File: src/rtl/time_readout_if.sv
// Byte-stream side of the time readout: one field byte plus its index, valid/ready handshake.
interface time_readout_if;
  logic [7:0] byte_out;
  logic [1:0] byte_field;
  logic       byte_valid;
  logic       byte_ready;

  modport master (
    output byte_out,
    output byte_field,
    output byte_valid,
    input  byte_ready
  );

  modport slave (
    input  byte_out,
    input  byte_field,
    input  byte_valid,
    output byte_ready
  );
endinterface

File: src/rtl/time_readout.sv
// Snapshots the packed 32-bit time word and streams its fields as bytes
// (mil, hour, minute, second) over a valid/ready handshake, either all four
// fields or a single selected one. Optional binary->BCD on hour/min/sec.
module time_readout #(
  parameter bit BCD_OUT = 1'b0
) (
  input  logic          clk,
  input  logic          rst,
  input  logic [31:0]   time_in,
  input  logic          read_all,
  input  logic          read_one,
  input  logic [1:0]    field_sel,
  time_readout_if.master rd,
  output logic          busy,
  output logic          done
);

  localparam int unsigned TIME_W  = 32;
  localparam int unsigned BYTE_W  = 8;
  localparam int unsigned FIELD_W = 2;

  localparam logic [FIELD_W-1:0] FIELD_MIL = FIELD_W'(3);
  localparam logic [FIELD_W-1:0] FIELD_SEC = FIELD_W'(0);
  localparam logic [BYTE_W-1:0]  BCD_MAX   = BYTE_W'(8'h99);
  localparam logic [BYTE_W-1:0]  BIN_MAX   = BYTE_W'(99);

  typedef enum logic [0:0] {
    IDLE = 1'b0,
    SEND = 1'b1
  } state_t;

  state_t               state_q, state_d;
  logic [TIME_W-1:0]    shadow_q, shadow_d;
  logic [FIELD_W-1:0]   field_q, field_d;
  logic                 all_q, all_d;
  logic [BYTE_W-1:0]    byte_q, byte_d;
  logic                 valid_q, valid_d;
  logic                 busy_q, busy_d;
  logic                 done_q, done_d;

  logic                 req_c;
  logic                 xfer_c;
  logic                 last_c;
  logic [FIELD_W-1:0]   start_field_c;
  logic [FIELD_W-1:0]   next_field_c;

  // Binary to packed BCD, saturating anything above 99 to 99.
  function automatic logic [BYTE_W-1:0] to_bcd(input logic [BYTE_W-1:0] v);
    if (v > BIN_MAX) begin
      return BCD_MAX;
    end
    return {4'(v / BYTE_W'(10)), 4'(v % BYTE_W'(10))};
  endfunction

  // Select one field of a time word and apply the output format.
  function automatic logic [BYTE_W-1:0] field_byte(input logic [TIME_W-1:0]  word,
                                                   input logic [FIELD_W-1:0] f);
    logic [BYTE_W-1:0] raw;
    case (f)
      2'd3:    raw = word[31:24];
      2'd2:    raw = word[23:16];
      2'd1:    raw = word[15:8];
      default: raw = word[7:0];
    endcase
    if (BCD_OUT && (f != FIELD_MIL)) begin
      return to_bcd(raw);
    end
    return raw;
  endfunction

  // State and output registers; reset aborts any readout in flight.
  always_ff @(posedge clk) begin
    if (rst) begin
      state_q  <= IDLE;
      shadow_q <= '0;
      field_q  <= '0;
      all_q    <= 1'b0;
      byte_q   <= '0;
      valid_q  <= 1'b0;
      busy_q   <= 1'b0;
      done_q   <= 1'b0;
    end else begin
      state_q  <= state_d;
      shadow_q <= shadow_d;
      field_q  <= field_d;
      all_q    <= all_d;
      byte_q   <= byte_d;
      valid_q  <= valid_d;
      busy_q   <= busy_d;
      done_q   <= done_d;
    end
  end

  // Next-state and next-output logic; the byte for the following beat is formatted here.
  always_comb begin
    state_d  = state_q;
    shadow_d = shadow_q;
    field_d  = field_q;
    all_d    = all_q;
    byte_d   = byte_q;
    valid_d  = valid_q;
    busy_d   = busy_q;
    done_d   = 1'b0;

    req_c         = read_all || read_one;
    xfer_c        = valid_q && rd.byte_ready;
    last_c        = !all_q || (field_q == FIELD_SEC);
    start_field_c = read_all ? FIELD_MIL : field_sel;
    next_field_c  = FIELD_W'(field_q - FIELD_W'(1));

    case (state_q)
      IDLE: begin
        if (req_c) begin
          state_d  = SEND;
          shadow_d = time_in;
          all_d    = read_all;
          field_d  = start_field_c;
          byte_d   = field_byte(time_in, start_field_c);
          valid_d  = 1'b1;
          busy_d   = 1'b1;
        end
      end
      SEND: begin
        if (xfer_c) begin
          if (last_c) begin
            state_d = IDLE;
            valid_d = 1'b0;
            busy_d  = 1'b0;
            done_d  = 1'b1;
          end else begin
            field_d = next_field_c;
            byte_d  = field_byte(shadow_q, next_field_c);
          end
        end
      end
      default: begin
        state_d = IDLE;
      end
    endcase
  end

  assign rd.byte_out   = byte_q;
  assign rd.byte_field = field_q;
  assign rd.byte_valid = valid_q;
  assign busy          = busy_q;
  assign done          = done_q;

endmodule

File: src/flat_wrapper.sv
// flat-port wrapper written by rule: the top's interface ports become plain ports
module time_readout_flat 
#(
  parameter bit BCD_OUT = 1'b0
)
  (clk, rst, time_in, read_all, read_one, field_sel, busy, done, rd_byte_out, rd_byte_field, rd_byte_valid, rd_byte_ready);
  time_readout_if rd_i ();
  input  logic clk;
  input  logic rst;
  input  logic [31:0] time_in;
  input  logic read_all;
  input  logic read_one;
  input  logic [1:0] field_sel;
  output logic busy;
  output logic done;
  output wire logic [$bits(rd_i.byte_out)-1:0] rd_byte_out;
  output wire logic [$bits(rd_i.byte_field)-1:0] rd_byte_field;
  output wire logic [$bits(rd_i.byte_valid)-1:0] rd_byte_valid;
  input wire logic [$bits(rd_i.byte_ready)-1:0] rd_byte_ready;
  assign rd_byte_out = rd_i.byte_out;
  assign rd_byte_field = rd_i.byte_field;
  assign rd_byte_valid = rd_i.byte_valid;
  assign rd_i.byte_ready = rd_byte_ready;
  time_readout #(.BCD_OUT(BCD_OUT)) u_core (.clk(clk), .rst(rst), .time_in(time_in), .read_all(read_all), .read_one(read_one), .field_sel(field_sel), .rd(rd_i), .busy(busy), .done(done));
endmodule
File: config.mk
export PLATFORM = sky130hd
export DESIGN_NAME = time_readout_flat
export DESIGN_NICKNAME = d
export VERILOG_FILES = /design/src/rtl/time_readout_if.sv /design/src/rtl/time_readout.sv /design/src/flat_wrapper.sv
export SDC_FILE = /design/constraint.sdc
export NUM_CORES = 1
export LEC_CHECK = 0
export ABC_CLOCK_PERIOD_IN_PS = 2100
export CELL_PAD_IN_SITES_DETAIL_PLACEMENT = 0
export CELL_PAD_IN_SITES_GLOBAL_PLACEMENT = 1
export CORE_UTILIZATION = 36
export DETAILED_ROUTE_END_ITERATION = 16
export GPL_TIMING_DRIVEN = 0
export HOLD_SLACK_MARGIN = 0.1
export PLACE_DENSITY_LB_ADDON = 0.1
export SYNTH_ARGS = -nofsm -noshare
export SYNTH_HDL_FRONTEND = slang
export SYNTH_SLANG_ARGS = --single-unit
File: constraint.sdc
create_clock -name clk -period 2.1 [get_ports clk]
set_input_delay 0.525 -clock clk [delete_from_list [all_inputs] [get_ports clk]]
set_output_delay 0.525 -clock clk [all_outputs]
set_load 0.02 [all_outputs]
==> flow_summary.yaml <==
yosys:
  synth-seq-cells: 46
  yosysTopAreaCellShare_pct: 41.58
  syn_avg_cell_area_sq_um: 7.690
  synth_top_area_cell: "dfxtp_1"
  synth_commonest_cells: "nand2_1 (72), a21oi_1 (51), dfxtp_1 (46)"
  synth_warnings: 0
  synthDistinctLibCells: 26
  netlist_area_sq_um: 2215
  synth-edff-count: 0
  synth_area_leaders: "dfxtp_1 (42%), nand2_1 (12%), a21oi_1 (12%), nor2_1 (3.9%), o22a_1 (3.6%)"
  ys.flop_type: "dfxtp_1"
  synth-async-reset-ratio_pct: 0
  synth_seq_area_share_pct: 41.58
  synth_cells: 288
  synth_most_common_cell: "nand2_1"
  synth_nets: 332
power:
  p_per_area_nw_per_um2: 734.2
  switching_share_pct: 31.16
  leakagePower_nw: 1.079
  vdd_drop_max_uv: 299.3
  p_switching_uw: 667.6
  p_clk_share_pct: 29.3
  power_frac_seq_pct: 45.7
  combPwrFrac_pct: 25.0
  power.internal_mw: 1.475
sta:
  fin_ws_ps: 158.9
  worst_pin_slew_ps: 593.7
  grt_setup_unrepaired: "no"
  max_clock_freq_ghz: 0.5152
  slew_headroom_pct: 60.42
  hold_viol: 0
  skew_ps: 5.725
  post-route-period-util_pct: 92.43
  slew_violations: 0
  finalSetupViolations: 0
  period_needed_ps: 1941
placed_design:
  io_buffer_count: 50
  hpwl_um: 4980
  post-place-ws_ps: -263.8
  gp_congestion: 0.8078
run_status:
  outcome: "finished clean"
global_routing:
  grt_start_max_net_pins: 15
  track_usage_pct: 23.56
  use_met1_pct: 32.18
  grtUsageMet2_pct: 37.03
  grt-ovfl-total: 0
  grt.met3_usage_pct: 3.523
  grt.busiest_layer: "met2"
  grt_pass1_vias: 2088
  grt_pass1_wl_um: 10970
  antenna_found_initial: 0
clocking:
  cts-root-buf: "clkbuf_8"
  clockBufferDepth: 2
  hold_buffers: 0
  clk_latency_ps: 310
  cts_buffers: 5
  clk_pin_slew_ps: 90
  clkSinkCount: 46
  cts_tree: "done"
  h-tree-depth: 2
layout:
  diodes: 0
  fin_util_pct: 49.28
  nets: 389
  n_fill_cell: 605
  area_growth_pct: 31.75
  drive_gt1_share_pct: 6.069
route:
  drt_iter0_drc: 140
  firstDrtPassIters: 6
  vias_per_cell: 5.323
  wl_um: 7132
  vias: 2241
  avgRoutedWirePerCell_um: 16.94
  ant_nets: 0
  drc_errors: 0
setup_path:
  crit_required_ps: 2340
  path_cells: "clkdlybuf4s50_1 > nor2_1 > nor2_1 > buf_2 > nand2_1 > a21oi_1"
  crit_fanout: 10
  path_buf_inv: 2
  cp-start-kind: "input pin"
  critical-path-max-stage-delay_ps: 610
  crit_family: "buffers and inverters"
  cp-end-kind: "register"
  slowest_stage: "clkdlybuf4s50_1"
  critPathArrivalTime_ps: 2180
  crit_type: "in2reg"
  cpMostUsedCell: "nor2_1"
floorplanning:
  rows: 28
  fp.dieArea_sq_um: 6469
  dieHeight_um: 80.43
  initial_core_util_pct: 37.40
  dieWidth_um: 80.43
  ios: 52
  core_sq_um: 5921
worst_hold_path:
  min_path_type: "reg2reg"
job:
  maxCapViolCount: 0
## cell usage in the layout (no fill, tap or decap)
master	instances
nand2_1	72
a21oi_1	50
clkdlybuf4s50_1	50
dfxtp_1	46
nor2_1	23
clkbuf_1	14
nand2b_1	12
nand3_1	9
o22a_1	9
a22oi_1	8
o221ai_1	8
a311oi_1	8
clkbuf_8	7
buf_2	5
ha_1	5
buf_4	4
inv_1	3
o21bai_4	1
o21ai_4	1
clkbuf_2	1
a21oi_2	1
a41oi_1	1
o21a_1	1
nor3b_1	1
a221oi_1	1
nor3_1	1
mux2i_1	1
o21ai_0	1
o31a_1	1
clkinv_4	1
## tightest hold or removal path, stage by stage (launching register included)
cell     delay, ps
dfxtp_1        320
nand2_1         50
a21oi_1         50
## path summary, 6_finish.rpt
kind	endpoint	slack [ps]	cells after the start	start
worst min register to register	u_core.shadow_q[14]	460	2	u_core.shadow_q[14]
worst min-delay path	u_core.shadow_q[14]	460	2	u_core.shadow_q[14]
worst max register to register	u_core.rd.byte_field[1]	200	7	u_core.rd.byte_field[0]
worst max-delay path	u_core.shadow_q[23]	160	6	read_all
## power by group through the flow
stage               Sequential [mW]  Clock [mW]  Combinational (mW)
global route                  0.989       0.677               0.585
detailed placement            0.999           0               0.532
floorplan                      1.02           0               0.274
global placement              0.999           0               0.531
finish                        0.980       0.628               0.535
CTS                           0.979       0.639               0.534
## per-stage QoR
stage / area, sq um / hold slack (ps) / setup TNS, ps / std cells / total power, mW
after floorplan: 2215 / 431.2 / 0 / 288 / 1.292
after global placement: 2809 / 442.2 / -3154 / 413 / 1.530
after detailed placement: 2809 / 444.7 / -3525 / 413 / 1.532
after CTS: 2914 / 457.7 / 0 / 421 / 2.152
after global routing: 2918 / 482.4 / 0 / 421 / 2.251
final: 2918 / 458.2 / 0 / 421 / 2.142
## area by class of cell
class,instances,area (sq um),share of cell area [%]
buffer,24,112.6,3.859
clock buffer,7,96.34,3.302
clock inverter,1,8.758,0.3002
inverter,3,11.26,0.3859
multi-input combinational,215,1174,40.22
sequential,46,920.9,31.56
tap,75,93.84,3.216
timing repair buffer,50,500.5,17.15
## sequential cells by signal, indices dropped and copies added (netlist names)
signal                cells
u_core.all_q              1
u_core.done               1
u_core.rd.byte_field      2
u_core.rd.byte_out        8
u_core.rd.byte_valid      1
u_core.shadow_q          32
u_core.state_q            1
## logic make-up (layout without fill, tap and decap cells)
group	after synthesis	in the layout	share of synthesized area (%)
DFF	46	46	41.58
muxes	1	1	0.4520
and+or+nand+nor	118	118	22.09
AOI/OAI and AO/OA	91	91	27.46
buffers and inverters	27	85	5.593
adders and majority gates	5	5	2.825
## per-layer routing
metal | vias up | part of all wire [%] | wire [um]
met5 | - | 0 | 0
met3 | 16 | 5.1 | 365
met1 | 1033 | 46 | 3300
li1 | 1117 | - | -
met2 | 75 | 46 | 3287
met4 | 0 | 2.5 | 179
## repair_timing
item                       in CTS  in global routing
buffers inserted                0                  0
setup endpoints to repair       0                  4
resized for setup               0                  1
(Power assumes the default switching activity.)
